--- config.mk ---
export PLATFORM = sky130hd
export DESIGN_NAME = regfile_writeback
export DESIGN_NICKNAME = d
export VERILOG_FILES = /design/src/rtl/regfile_writeback.sv
export SDC_FILE = /design/constraint.sdc
export NUM_CORES = 1
export LEC_CHECK = 0
export BUFFER_PORTS_ARGS = -buffer_cell sky130_fd_sc_hd__buf_2
export CAP_MARGIN = 5
export CORE_MARGIN = 2
export CORE_UTILIZATION = 35
export DETAILED_ROUTE_END_ITERATION = 8
export PLACE_DENSITY = 0.52
export SLEW_MARGIN = 20
export SYNTH_ARGS = -nofsm -noshare
export SYNTH_HDL_FRONTEND = slang
export SYNTH_SLANG_ARGS = --single-unit
--- constraint.sdc ---
create_clock -name clk -period 4.9 [get_ports clk]
set_clock_uncertainty 0.1 [all_clocks]
set_input_delay 0.98 -clock clk [delete_from_list [all_inputs] [get_ports clk]]
set_output_delay 0.98 -clock clk [all_outputs]
set_load 0.03 [all_outputs]
--- src/rtl/regfile_writeback.sv ---
// regfile_writeback: post-reset register clear sweep, then an in-order writeback FIFO draining into the register file.
// Optional forwarding of pending values when REGFILE_WB_BYPASS_EN is defined.
module regfile_writeback #(
    parameter int DEPTH = 4
) (
    input  logic                     clk,
    input  logic                     reset,
    input  logic                     in_valid,
    output logic                     in_ready,
    input  logic [4:0]               in_rd,
    input  logic [63:0]              in_data,
    output logic [4:0]               RD,
    output logic [63:0]              WriteData,
    output logic                     RegWrite,
    input  logic [4:0]               q_rs1,
    input  logic [4:0]               q_rs2,
    output logic                     hazard1,
    output logic                     hazard2,
    output logic                     busy,
    output logic [$clog2(DEPTH):0]   count
`ifdef REGFILE_WB_BYPASS_EN
    ,
    output logic                     fwd1_valid,
    output logic [63:0]              fwd1_data,
    output logic                     fwd2_valid,
    output logic [63:0]              fwd2_data
`endif
);
    localparam int AW = $clog2(DEPTH);
    localparam int CW = AW + 1;
    typedef enum logic {CLEAR, RUN} state_t;
    state_t state;
    logic [4:0] idx;
    logic [AW-1:0] rp, wp;
    logic [4:0] rd_mem [DEPTH];
    logic [63:0] data_mem [DEPTH];
    logic push, pop, hit1, hit2;
    assign busy = state == CLEAR;
    assign in_ready = state == RUN && count < CW'(DEPTH);
    assign push = in_valid && in_ready && in_rd != 5'd0;
    assign pop = count != '0;
    // idx wraps from 31 to 0, which marks the sweep as finished
    always_ff @(posedge clk) begin
        if (reset) begin
            state <= CLEAR;
            idx <= 5'd1;
            rp <= '0;
            wp <= '0;
            count <= '0;
            RegWrite <= 1'b0;
            RD <= '0;
            WriteData <= '0;
        end else if (state == CLEAR) begin
            RegWrite <= idx != 5'd0;
            if (idx != 5'd0) begin
                RD <= idx;
                WriteData <= '0;
                idx <= idx + 5'd1;
            end else begin
                state <= RUN;
            end
        end else begin
            if (push) begin
                rd_mem[wp] <= in_rd;
                data_mem[wp] <= in_data;
                wp <= wp + 1'b1;
            end
            RegWrite <= pop;
            if (pop) begin
                RD <= rd_mem[rp];
                WriteData <= data_mem[rp];
                rp <= rp + 1'b1;
            end
            count <= count + CW'(push) - CW'(pop);
        end
    end
    always_comb begin
        hit1 = RegWrite && RD == q_rs1;
        hit2 = RegWrite && RD == q_rs2;
        for (int i = 0; i < DEPTH; i++) begin
            if (CW'(i) < count) begin
                hit1 = hit1 || rd_mem[rp + AW'(i)] == q_rs1;
                hit2 = hit2 || rd_mem[rp + AW'(i)] == q_rs2;
            end
        end
        hazard1 = !busy && q_rs1 != 5'd0 && hit1;
        hazard2 = !busy && q_rs2 != 5'd0 && hit2;
    end
`ifdef REGFILE_WB_BYPASS_EN
    // later FIFO slots are younger, so the last match wins over the outgoing write
    always_comb begin
        fwd1_data = WriteData;
        fwd2_data = WriteData;
        for (int i = 0; i < DEPTH; i++) begin
            if (CW'(i) < count && rd_mem[rp + AW'(i)] == q_rs1) fwd1_data = data_mem[rp + AW'(i)];
            if (CW'(i) < count && rd_mem[rp + AW'(i)] == q_rs2) fwd2_data = data_mem[rp + AW'(i)];
        end
        fwd1_valid = hazard1;
        fwd2_valid = hazard2;
    end
`endif
endmodule

# After elaboration in Yosys (flattened, before gate mapping)

Memory sizes are Yosys's and may differ from the RTL's. A register that Yosys moved wholly into a read port is not among the register bits.
Index checks and enable logic that the tools add are counted.

Logic and storage cells: 86
Register bits: 83
Memories kept: 2
RAM bits: 276

Memories:

| name     | depth | width | rd ports | clocked after memory_dff | wr ports | RTL line | RTL |
|---|---|---|---|---|---|---|---|
| data_mem | 4     | 64    | 1        | 1                        | 1        | 36       | `logic [63:0] data_mem [DEPTH];` |
| rd_mem   | 4     | 5     | 4        | 1                        | 1        | 35       | `logic [4:0] rd_mem [DEPTH];` |

$add $sub $neg: 7
Reduce and logical (&&, ||, !) cells: 27
Bitwise logic cells: 1
Order comparisons: 5
Equality and inequality tests: 11
Mux-type cells: 25

Operators by type and width:

| cell                                                      | number |
|---|---|
| 2-to-1 mux 64 bit                                         | 3 |
| equality test 5 bit                                       | 10 |
| nonzero test 5 bit                                        | 4 |
| 2-to-1 mux 1 bit                                          | 15 |
| 2-to-1 mux 5 bit                                          | 3 |
| logical AND 1 bit                                         | 9 |
| logical OR 1 bit                                          | 8 |
| 2-to-1 mux 2 bit                                          | 4 |
| AND reduction 2 bit                                       | 4 |
| less-than comparator 1 x 3 -> 1 bit, first input constant | 2 |
| less-than comparator 2 x 3 -> 1 bit, first input constant | 2 |
| adder 5 x 1 -> 5 bit, second input constant               | 1 |
| adder 2 x 1 -> 2 bit, second input constant               | 2 |
| adder 2 bit, second input constant                        | 2 |
| adder 3 x 1 -> 3 bit                                      | 1 |
| less-than comparator 3 bit, second input constant         | 1 |
| nonzero test 3 bit                                        | 1 |
| subtractor 3 x 1 -> 3 bit                                 | 1 |
| != test 2 x 1 -> 1 bit, second input constant             | 1 |
| nonzero test 2 bit                                        | 1 |
| inverter 1 bit                                            | 1 |

# Logic depth before layout (Yosys ltp)

Gate-level depths: netlist of the first run.

Depth in word-level cells: 11
Mapped depth: 11
Depth with buffers taken out: 10

# Worst setup path after synthesis of the first run

Ideal clock, no wire load.

Path kind: register -> register
From: register state
To: memory data_mem[0][0] (enable)
Arrival: 3,375 ps
Setup slack: 991 ps
Required time: 4,365 ps
Library setup time: 435 ps
Cell stages (with the launch flop): 7
Cell sequence: dfxtp_1 clkbuf_1 inv_1 nor2_1 o211ai_1 nor2_1 and2_1

Longest elaborated chain between the ends: 7

RTL lines:

| what                                   | RTL line | RTL |
|---|---|---|
| start: declaration                     | 32       | `state_t state;` |
| start signal: assignment               | 45       | `state <= CLEAR;` |
| start signal: assignment               | 60       | `state <= RUN;` |
| logical AND 1 bit                      | 39       | `assign in_ready = state == RUN && count < CW'(DEPTH);` |
| net in_ready                           | 9        | `output logic in_ready,` |
| logical AND 1 bit (2 in a row)         | 40       | `assign push = in_valid && in_ready && in_rd != 5'd0;` |
| 2-to-1 mux 1 bit                       | 63       | `if (push) begin` |
| 2-to-1 mux 1 bit                       | 53       | `end else if (state == CLEAR) begin` |
| 2-to-1 mux 1 bit                       | 44       | `if (reset) begin` |
| 2-to-1 mux 1 bit (implied by the code) | 65       | `data_mem[wp] <= in_data;` |
| end: declaration                       | 36       |  |

The timed path passes the listed nets, and every way through them passes these cells.

# Final worst setup path of the first run

From: register rp[0]
To: output port hazard2

Longest elaborated chain between the ends: 10

RTL lines:

| what                        | RTL line | RTL |
|---|---|---|
| start: declaration          | 34       | `logic [AW-1:0] rp, wp;` |
| start signal: assignment    | 72       | `rp <= rp + 1'b1;` |
| adder 2 x 1 -> 2 bit        | 83       | `hit2 = hit2 \|\| rd_mem[rp + AW'(i)] == q_rs2;` |
| memory read (4 x 5 bit) (*) | n/a      |  |
| equality test 5 bit         | 83       |  |
| logical OR 1 bit            | 83       |  |
| 2-to-1 mux 1 bit            | 81       | `if (CW'(i) < count) begin` |
| logical OR 1 bit            | 83       |  |
| 2-to-1 mux 1 bit            | 81       |  |
| logical OR 1 bit            | 83       |  |
| 2-to-1 mux 1 bit (*)        | 81       |  |
| logical AND 1 bit (*)       | 87       | `hazard2 = !busy && q_rs2 != 5'd0 && hit2;` |
| end: declaration            | 18       | `output logic hazard2,` |

Every way passes the cells marked *; elsewhere a longest branch is shown, timed or not.

==> results.sh, run 1 <==
export IMPL_synth_warnings=0
export IMPL_avgSynthCellArea_um2=17.7
export IMPL_dp_cells=1429
export IMPL_cts_max_level=2
export IMPL_io_pins=159
export IMPL_ys_flop_type="edfxtp_1"
export IMPL_sw_frac_of_total_pct=26.4
export IMPL_syn_nets=887
export IMPL_cp_slowest_cell="dfxtp_1"
export IMPL_drive_above_1_share_pct=32.8
export IMPL_p_int_mw=5.91
export IMPL_power_frac_clock_pct=39.4
export IMPL_cts_resized=0
export IMPL_crit_top_cell="a31oi_1"
export IMPL_synth_async_reset_ratio_pct=0
export IMPL_r2r_slack_ns=1.59
export IMPL_dpl_hpwl_um=18600
export IMPL_synthesis_area_um2=14000
export IMPL_antenna_found_initial=6
export IMPL_rsz0062_at_grt="no"
export IMPL_hold_buffers=0
export IMPL_cp_num_buf_inv=1
export IMPL_synth_most_common_cell="edfxtp_1"
export IMPL_syn2layout_area_growth_pct=19.2
export IMPL_worstPathRequired_ns=3.82
export IMPL_switching_power_mw=2.13
export IMPL_crit_chain="mux4_2 -> xor2_1 -> nor4_1 -> a31oi_1 -> a31oi_1 -> buf_2"
export IMPL_synth_common_cells="276 x edfxtp_1, 87 x nor2_1, 85 x dfxtp_1"
export IMPL_reg2regPathDepth=6
export IMPL_clockBufferDepth=3
export IMPL_setup_violations=0
export IMPL_final_core_util_pct=42.2
export IMPL_maxCapViolations=0
export IMPL_syn_instance_count=794
export IMPL_drt_iter0_drc=523
export IMPL_dieArea_um2=41700
export IMPL_finalCritPeriodShare_pct=85.5
export IMPL_stdcell_count=1505
export IMPL_tns_ns=0
export IMPL_critPathLaunchType="flop"
export IMPL_synth_top_family_by_area="multiplexers"
export IMPL_muxShareOfSynthArea_pct=13.8
export IMPL_cp_data_arrival_time_ns=3.11
export IMPL_rows=73
export IMPL_ant_nets=0
export IMPL_synthTopCellsByArea="edfxtp_1 59%, mux4_2 13%, dfxtp_1 12%"
export IMPL_track_usage_pct=15.4
export IMPL_slew_violations=0
export IMPL_wl_per_cell_um=21.2
export IMPL_gp_congestion=0.786
export IMPL_core_area_um2=39600
export IMPL_path_depth=6
export IMPL_yosys_area_share_simple_pct=3.97
export IMPL_die_h_um=204
export IMPL_fin_hold_ws_ns=0.403
export IMPL_comb_power_share_pct=16.1
export IMPL_whs_path_depth=2
export IMPL_overflow=0
export IMPL_grt_pass1_wl_um=48600
export IMPL_grt_max_degree=68
export IMPL_cts_setup_buffers=0
export IMPL_insertion_delay_ns=0.52
export IMPL_io_buffers=158
export IMPL_synth_edf_count=276
export IMPL_first_pass_iters=5
export IMPL_die_w_um=204
export IMPL_worst_slack_ns=0.711
export IMPL_worst_slew_pin_slew_ns=1.00
export IMPL_multi_input_area_um2=3770
export IMPL_ys_seq_area_share_pct=71.2
export IMPL_irDropWorstVdd_uv=325
export IMPL_synth_compound_area_share_pct=4.31
export IMPL_period_needed_ns=4.19
export IMPL_cts_num_sinks=361
export IMPL_cts_clk_slew_worst_paths_ns=0.06
export IMPL_max_stage_delay_ns=0.89
export IMPL_ys_seq_elements=361
export IMPL_hold_path_class="reg -> reg"
export IMPL_finalNetCount=1039
export IMPL_fillerInstances=3602
export IMPL_p_leak_nw=5.72
export IMPL_cp_top_family="flip-flops"
export IMPL_synthXorXnorAreaFrac_pct=3.62
export IMPL_synth_distinct_cells=36
export IMPL_clockRootBuffer="clkbuf_16"
export IMPL_power_density_nw_per_um2=480
export IMPL_vias_per_cell=4.97
export IMPL_drt_total_wl_um=31900
export IMPL_synth_adder_area_share_pct=1.03
export IMPL_crit_type="reg -> out"
export IMPL_max_freq_ghz=0.239
export IMPL_status="complete, no violations"
export IMPL_start_util_pct=35.4
export IMPL_seqPwrFrac_pct=44.5
export IMPL_post_place_ws_ns=1.18
export IMPL_max_slew_margin_rel_pct=33.2
export IMPL_synth_area_leader_cell="edfxtp_1"
export IMPL_crit_path_max_fanout=17
export IMPL_grt_pass1_vias=7873
export IMPL_numCtsBuffers=40
export IMPL_final_hold_violation_count=0
export IMPL_critPathCaptureType="output port"
export IMPL_dr_total_vias=7481
export IMPL_drc=0
export IMPL_regArea_um2=10000
export IMPL_cts_tree="done"
export IMPL_synth_top_area_share_pct=59.0
## sequential cells by signal, summed over array words and instances, names as in the netlist, named ones only
name and flops:
RD 5, RegWrite 1, WriteData 64, count 3, data_mem 256, idx 5, rd_mem 20, rp 2
state 1, wp 2
## metrics by stage
step	cell area [um2]	power, mW
floorplan	14000	4.56
global placement	15300	4.97
detailed placement	15300	4.97
CTS	16700	8.16
global route	16700	8.39
finish	16700	8.04
## cells by family after synthesis
logic type               after synthesis
multiplexers                          88
buffers and inverters                 67
AO/OA/AOI/OAI                         83
AND/OR/NAND/NOR                      126
XOR/XNOR                              58
adder cells (fa/ha/maj)               11
flip-flops                           361
## power by group through the flow
stage          clock (mW)  sequential (mW)  combinational, mW
2_1_floorplan           0             3.70              0.860
3_3_place_gp            0             3.65               1.32
3_5_place_dp            0             3.65               1.32
4_1_cts              3.25             3.58               1.32
5_1_grt              3.37             3.61               1.42
6_report             3.17             3.58               1.29
## tightest hold or removal path, delay by kind of cell, from the launching register on
kind	cells	cell delay (ns)
simple gates	1	0.07
compound gates	1	0.08
flops	1	0.32
## cells in the final DEF, fill, tap and decap left out, types with 2 or more instances in the layout
master     count
nor3_1         3
or4_1          3
mux4_2        83
and2_4         5
clkbuf_16     41
nor4_1         7
clkinv_1       6
o21ai_0        2
clkinv_2       6
clkbuf_8       3
dfxtp_1       83
nand3_1        6
nand4_1        2
buf_4         10
nand2_1        6
buf_2        157
a21oi_1        4
edfxtp_1     276
diode_2        4
bufinv_16      8
nor2_1        86
dfxtp_4        2
clkbuf_1       6
xnor2_1       20
a211oi_1       7
a22oi_1       64
a31oi_1        4
mux2i_1        4
xor2_1        38
inv_1         10
ha_1          10
and3_1         2
## path summary, 6_finish.rpt
check | startpoint | endpoint
worst min-delay path | WriteData[54] | WriteData[54]
worst max-delay path | rp[0] | hazard2
worst max register to register | state | data_mem[0][50]
worst min register to register | WriteData[54] | WriteData[54]
## per-layer routing
layer	routed length [um]	vias up	global-route usage (%)
met5	19	-	0
met4	709	4	4.24
met3	2100	58	4.42
met2	15400	180	25.7
met1	13700	3818	19.7
li1	-	3421	-
## final cells by class
type                    count  area share, %
diodes                      4         0.0598
clock buffers              50           6.51
clock inverters            22           1.85
inverters                  10          0.224
multi-input cells         366           22.5
flip-flops and latches    361           59.8
well taps                 525           3.93
repair buffers            167           5.15
Note: power is estimated with default switching activity, not from simulation.
==> run 2, diff against run 1 <==
Settings changed: ABC_AREA set to 1.
==> run 2 against run 1 <==
Fmax up 7.9%. Final cell count up 39%. Worst hold slack worse by 0.046 ns. Clock-buffer cell count up 3. Sequential share of layout area down 1.6 points. Die area up 4.2%. Synthesized cell count up 74%. Core utilization down 0.32 points. Worst setup slack better by 0.31 ns. First-iteration DRC count up 28%. Via count up 40%. Total power up 6.3%.
==> results.sh, run 2 <==
export IMPL_period_needed_ns=3.88
export IMPL_regArea_um2=9990
export IMPL_power_density_nw_per_um2=497
export IMPL_drt_iter0_drc=670
export IMPL_synth_async_reset_ratio_pct=0
export IMPL_grt_max_degree=77
export IMPL_wl_per_cell_um=18.5
export IMPL_cts_clk_slew_worst_paths_ns=0.06
export IMPL_cts_max_level=2
export IMPL_finalNetCount=1619
export IMPL_drive_above_1_share_pct=16.2
export IMPL_synthesis_area_um2=14600
export IMPL_multi_input_area_um2=4160
export IMPL_hold_path_class="reg -> reg"
export IMPL_max_slew_margin_rel_pct=28.8
export IMPL_io_pins=159
export IMPL_cts_setup_buffers=0
export IMPL_dieArea_um2=43500
export IMPL_hold_buffers=0
export IMPL_synth_warnings=0
export IMPL_ys_seq_elements=361
export IMPL_critPathCaptureType="output port"
export IMPL_worst_slew_pin_slew_ns=1.07
export IMPL_io_buffers=158
export IMPL_slew_violations=0
export IMPL_largest_reg_flops=256
export IMPL_worstPathRequired_ns=3.82
export IMPL_cts_num_sinks=361
export IMPL_dp_cells=2017
export IMPL_core_area_um2=41000
export IMPL_cp_top_family="simple AND/OR/NAND/NOR gates"
export IMPL_crit_type="reg -> out"
export IMPL_final_common_cell="nand2_1"
export IMPL_cts_tree="done"
export IMPL_max_freq_ghz=0.258
export IMPL_avgSynthCellArea_um2=10.6
export IMPL_antenna_found_initial=10
export IMPL_first_pass_iters=5
export IMPL_clockRootBuffer="clkbuf_16"
export IMPL_rsz0062_at_grt="no"
export IMPL_status="complete, no violations"
export IMPL_insertion_delay_ns=0.52
export IMPL_crit_path_max_fanout=31
export IMPL_cp_slowest_cell="dfxtp_2"
export IMPL_synth_common_cells="343 x nand2_1, 276 x edfxtp_1, 171 x nor2_1"
export IMPL_rows=74
export IMPL_synth_edf_count=276
export IMPL_cp_data_arrival_time_ns=2.80
export IMPL_dpl_hpwl_um=23300
export IMPL_final_cell_mix="343 x nand2_1, 276 x edfxtp_1, 167 x nor2_1, 157 x buf_2, 118 x o21ai_0"
export IMPL_p_leak_nw=6.42
export IMPL_tns_ns=0
export IMPL_grt_pass1_vias=10000
export IMPL_start_util_pct=35.7
export IMPL_vias_per_cell=5.01
export IMPL_fin_hold_ws_ns=0.357
export IMPL_track_usage_pct=17.5
export IMPL_drt_total_wl_um=38700
export IMPL_clockBufferDepth=3
export IMPL_irDropWorstVdd_uv=269
export IMPL_synth_area_leader_cell="edfxtp_1"
export IMPL_finalCritPeriodShare_pct=79.2
export IMPL_stdcell_count=2089
export IMPL_synth_most_common_cell="nand2_1"
export IMPL_synth_top_area_share_pct=56.6
export IMPL_syn_nets=1476
export IMPL_crit_top_cell="nor2_1"
export IMPL_cts_resized=0
export IMPL_fillerInstances=3954
export IMPL_drc=0
export IMPL_cp_num_buf_inv=4
export IMPL_final_hold_violation_count=0
export IMPL_crit_chain="inv_2 -> buf_4 -> nand3_1 -> nand2_1 -> inv_1 -> nor2_1 -> nor2_1 -> nand3_1 -> nand3_1 -> nor2_1 -> nor2_1 -> buf_2"
export IMPL_top_register="data_mem"
export IMPL_synthTopCellsByArea="edfxtp_1 57%, dfxtp_1 12%, nand2_1 8.8%"
export IMPL_ant_nets=0
export IMPL_grt_pass1_wl_um=58900
export IMPL_max_stage_delay_ns=0.67
export IMPL_syn_instance_count=1383
export IMPL_critPathLaunchType="flop"
export IMPL_maxCapViolations=0
export IMPL_syn2layout_area_growth_pct=17.4
export IMPL_overflow=0
export IMPL_setup_violations=0
export IMPL_dr_total_vias=10500
export IMPL_die_w_um=209
export IMPL_ys_seq_area_share_pct=68.2
export IMPL_die_h_um=209
export IMPL_synth_distinct_cells=30
export IMPL_numCtsBuffers=38
export IMPL_p_total_mw=8.54
export IMPL_gp_congestion=0.891
export IMPL_reg_largest_list="data_mem: 256 flops, WriteData: 64 flops, rd_mem: 20 flops"
export IMPL_ys_flop_type="edfxtp_1"
[run 2: logic make-up (layout without fill, tap and decap cells)]
logic type | after synthesis | count (layout) | synth area share (%)
AO/OA/AOI/OAI | 313 | 313 | 11.3
XOR/XNOR | 6 | 6 | 0.359
adder cells (fa/ha/maj) | 11 | 11 | 0.991
buffers and inverters | 113 | 284 | 3.55
flip-flops | 361 | 361 | 68.2
other | 0 | 3 | 0
AND/OR/NAND/NOR | 579 | 579 | 15.5
[run 2: area by class of cell]
| class | instances | share of cell area (%) |
|---|---|---|
| Antenna cell | 3 | 0.0437 |
| Inverter | 39 | 0.867 |
| Clock buffer | 53 | 6.27 |
| Timing Repair Buffer | 177 | 5.64 |
| Multi-Input combinational cell | 909 | 24.2 |
| Tap cell | 532 | 3.87 |
| Clock inverter | 15 | 0.918 |
| Sequential cell | 361 | 58.2 |
[run 2: final timing paths]
check	from	to	slack (ns)	depth (start not counted)
setup / recovery	flop	hazard1	1.02	12
hold / removal	WriteData[9]	WriteData[9]	0.36	2
setup reg to reg	state	data_mem[2][18]	1.64	8
hold reg to reg	WriteData[9]	WriteData[9]	0.36	2
[run 2: report_power, final]
part           total, mW  switching [mW]  internal (mW)
clock               2.83            1.14           1.69
sequential          3.58           0.126           3.46
combinational       2.13            1.53          0.598
total               8.54            2.79           5.75
[run 2: worst reg2reg max path, cell delays in order (launching register included)]
cell and delay, ns:
dfxtp_1 0.30, buf_4 0.19, clkinv_1 0.10, nor2_1 0.12, nand3_1 0.16, inv_1 0.12, nand2_1 0.23, nor2_4 0.88
buf_4 0.67
[run 2: through the flow]
stage / utilization, % / setup slack (ns) / instance area (um2)
floorplan: - / -0.318 / 14600
global placement: 38.8 / 0.943 / 15900
detailed placement: 38.8 / 0.905 / 15900
CTS: 41.8 / 0.943 / 17100
global route: 41.9 / 0.772 / 17200
finish: 41.9 / 1.02 / 17200
[run 2: metal layers]
layer  global-route usage, %  up-vias  part of all wire (%)
met3                    3.95       60                   5.0
li1                        -     5123                     -
met2                    29.3      224                    48
met5                       0        -                  0.19
met1                    23.0     5051                    45
met4                    4.59       12                   1.8
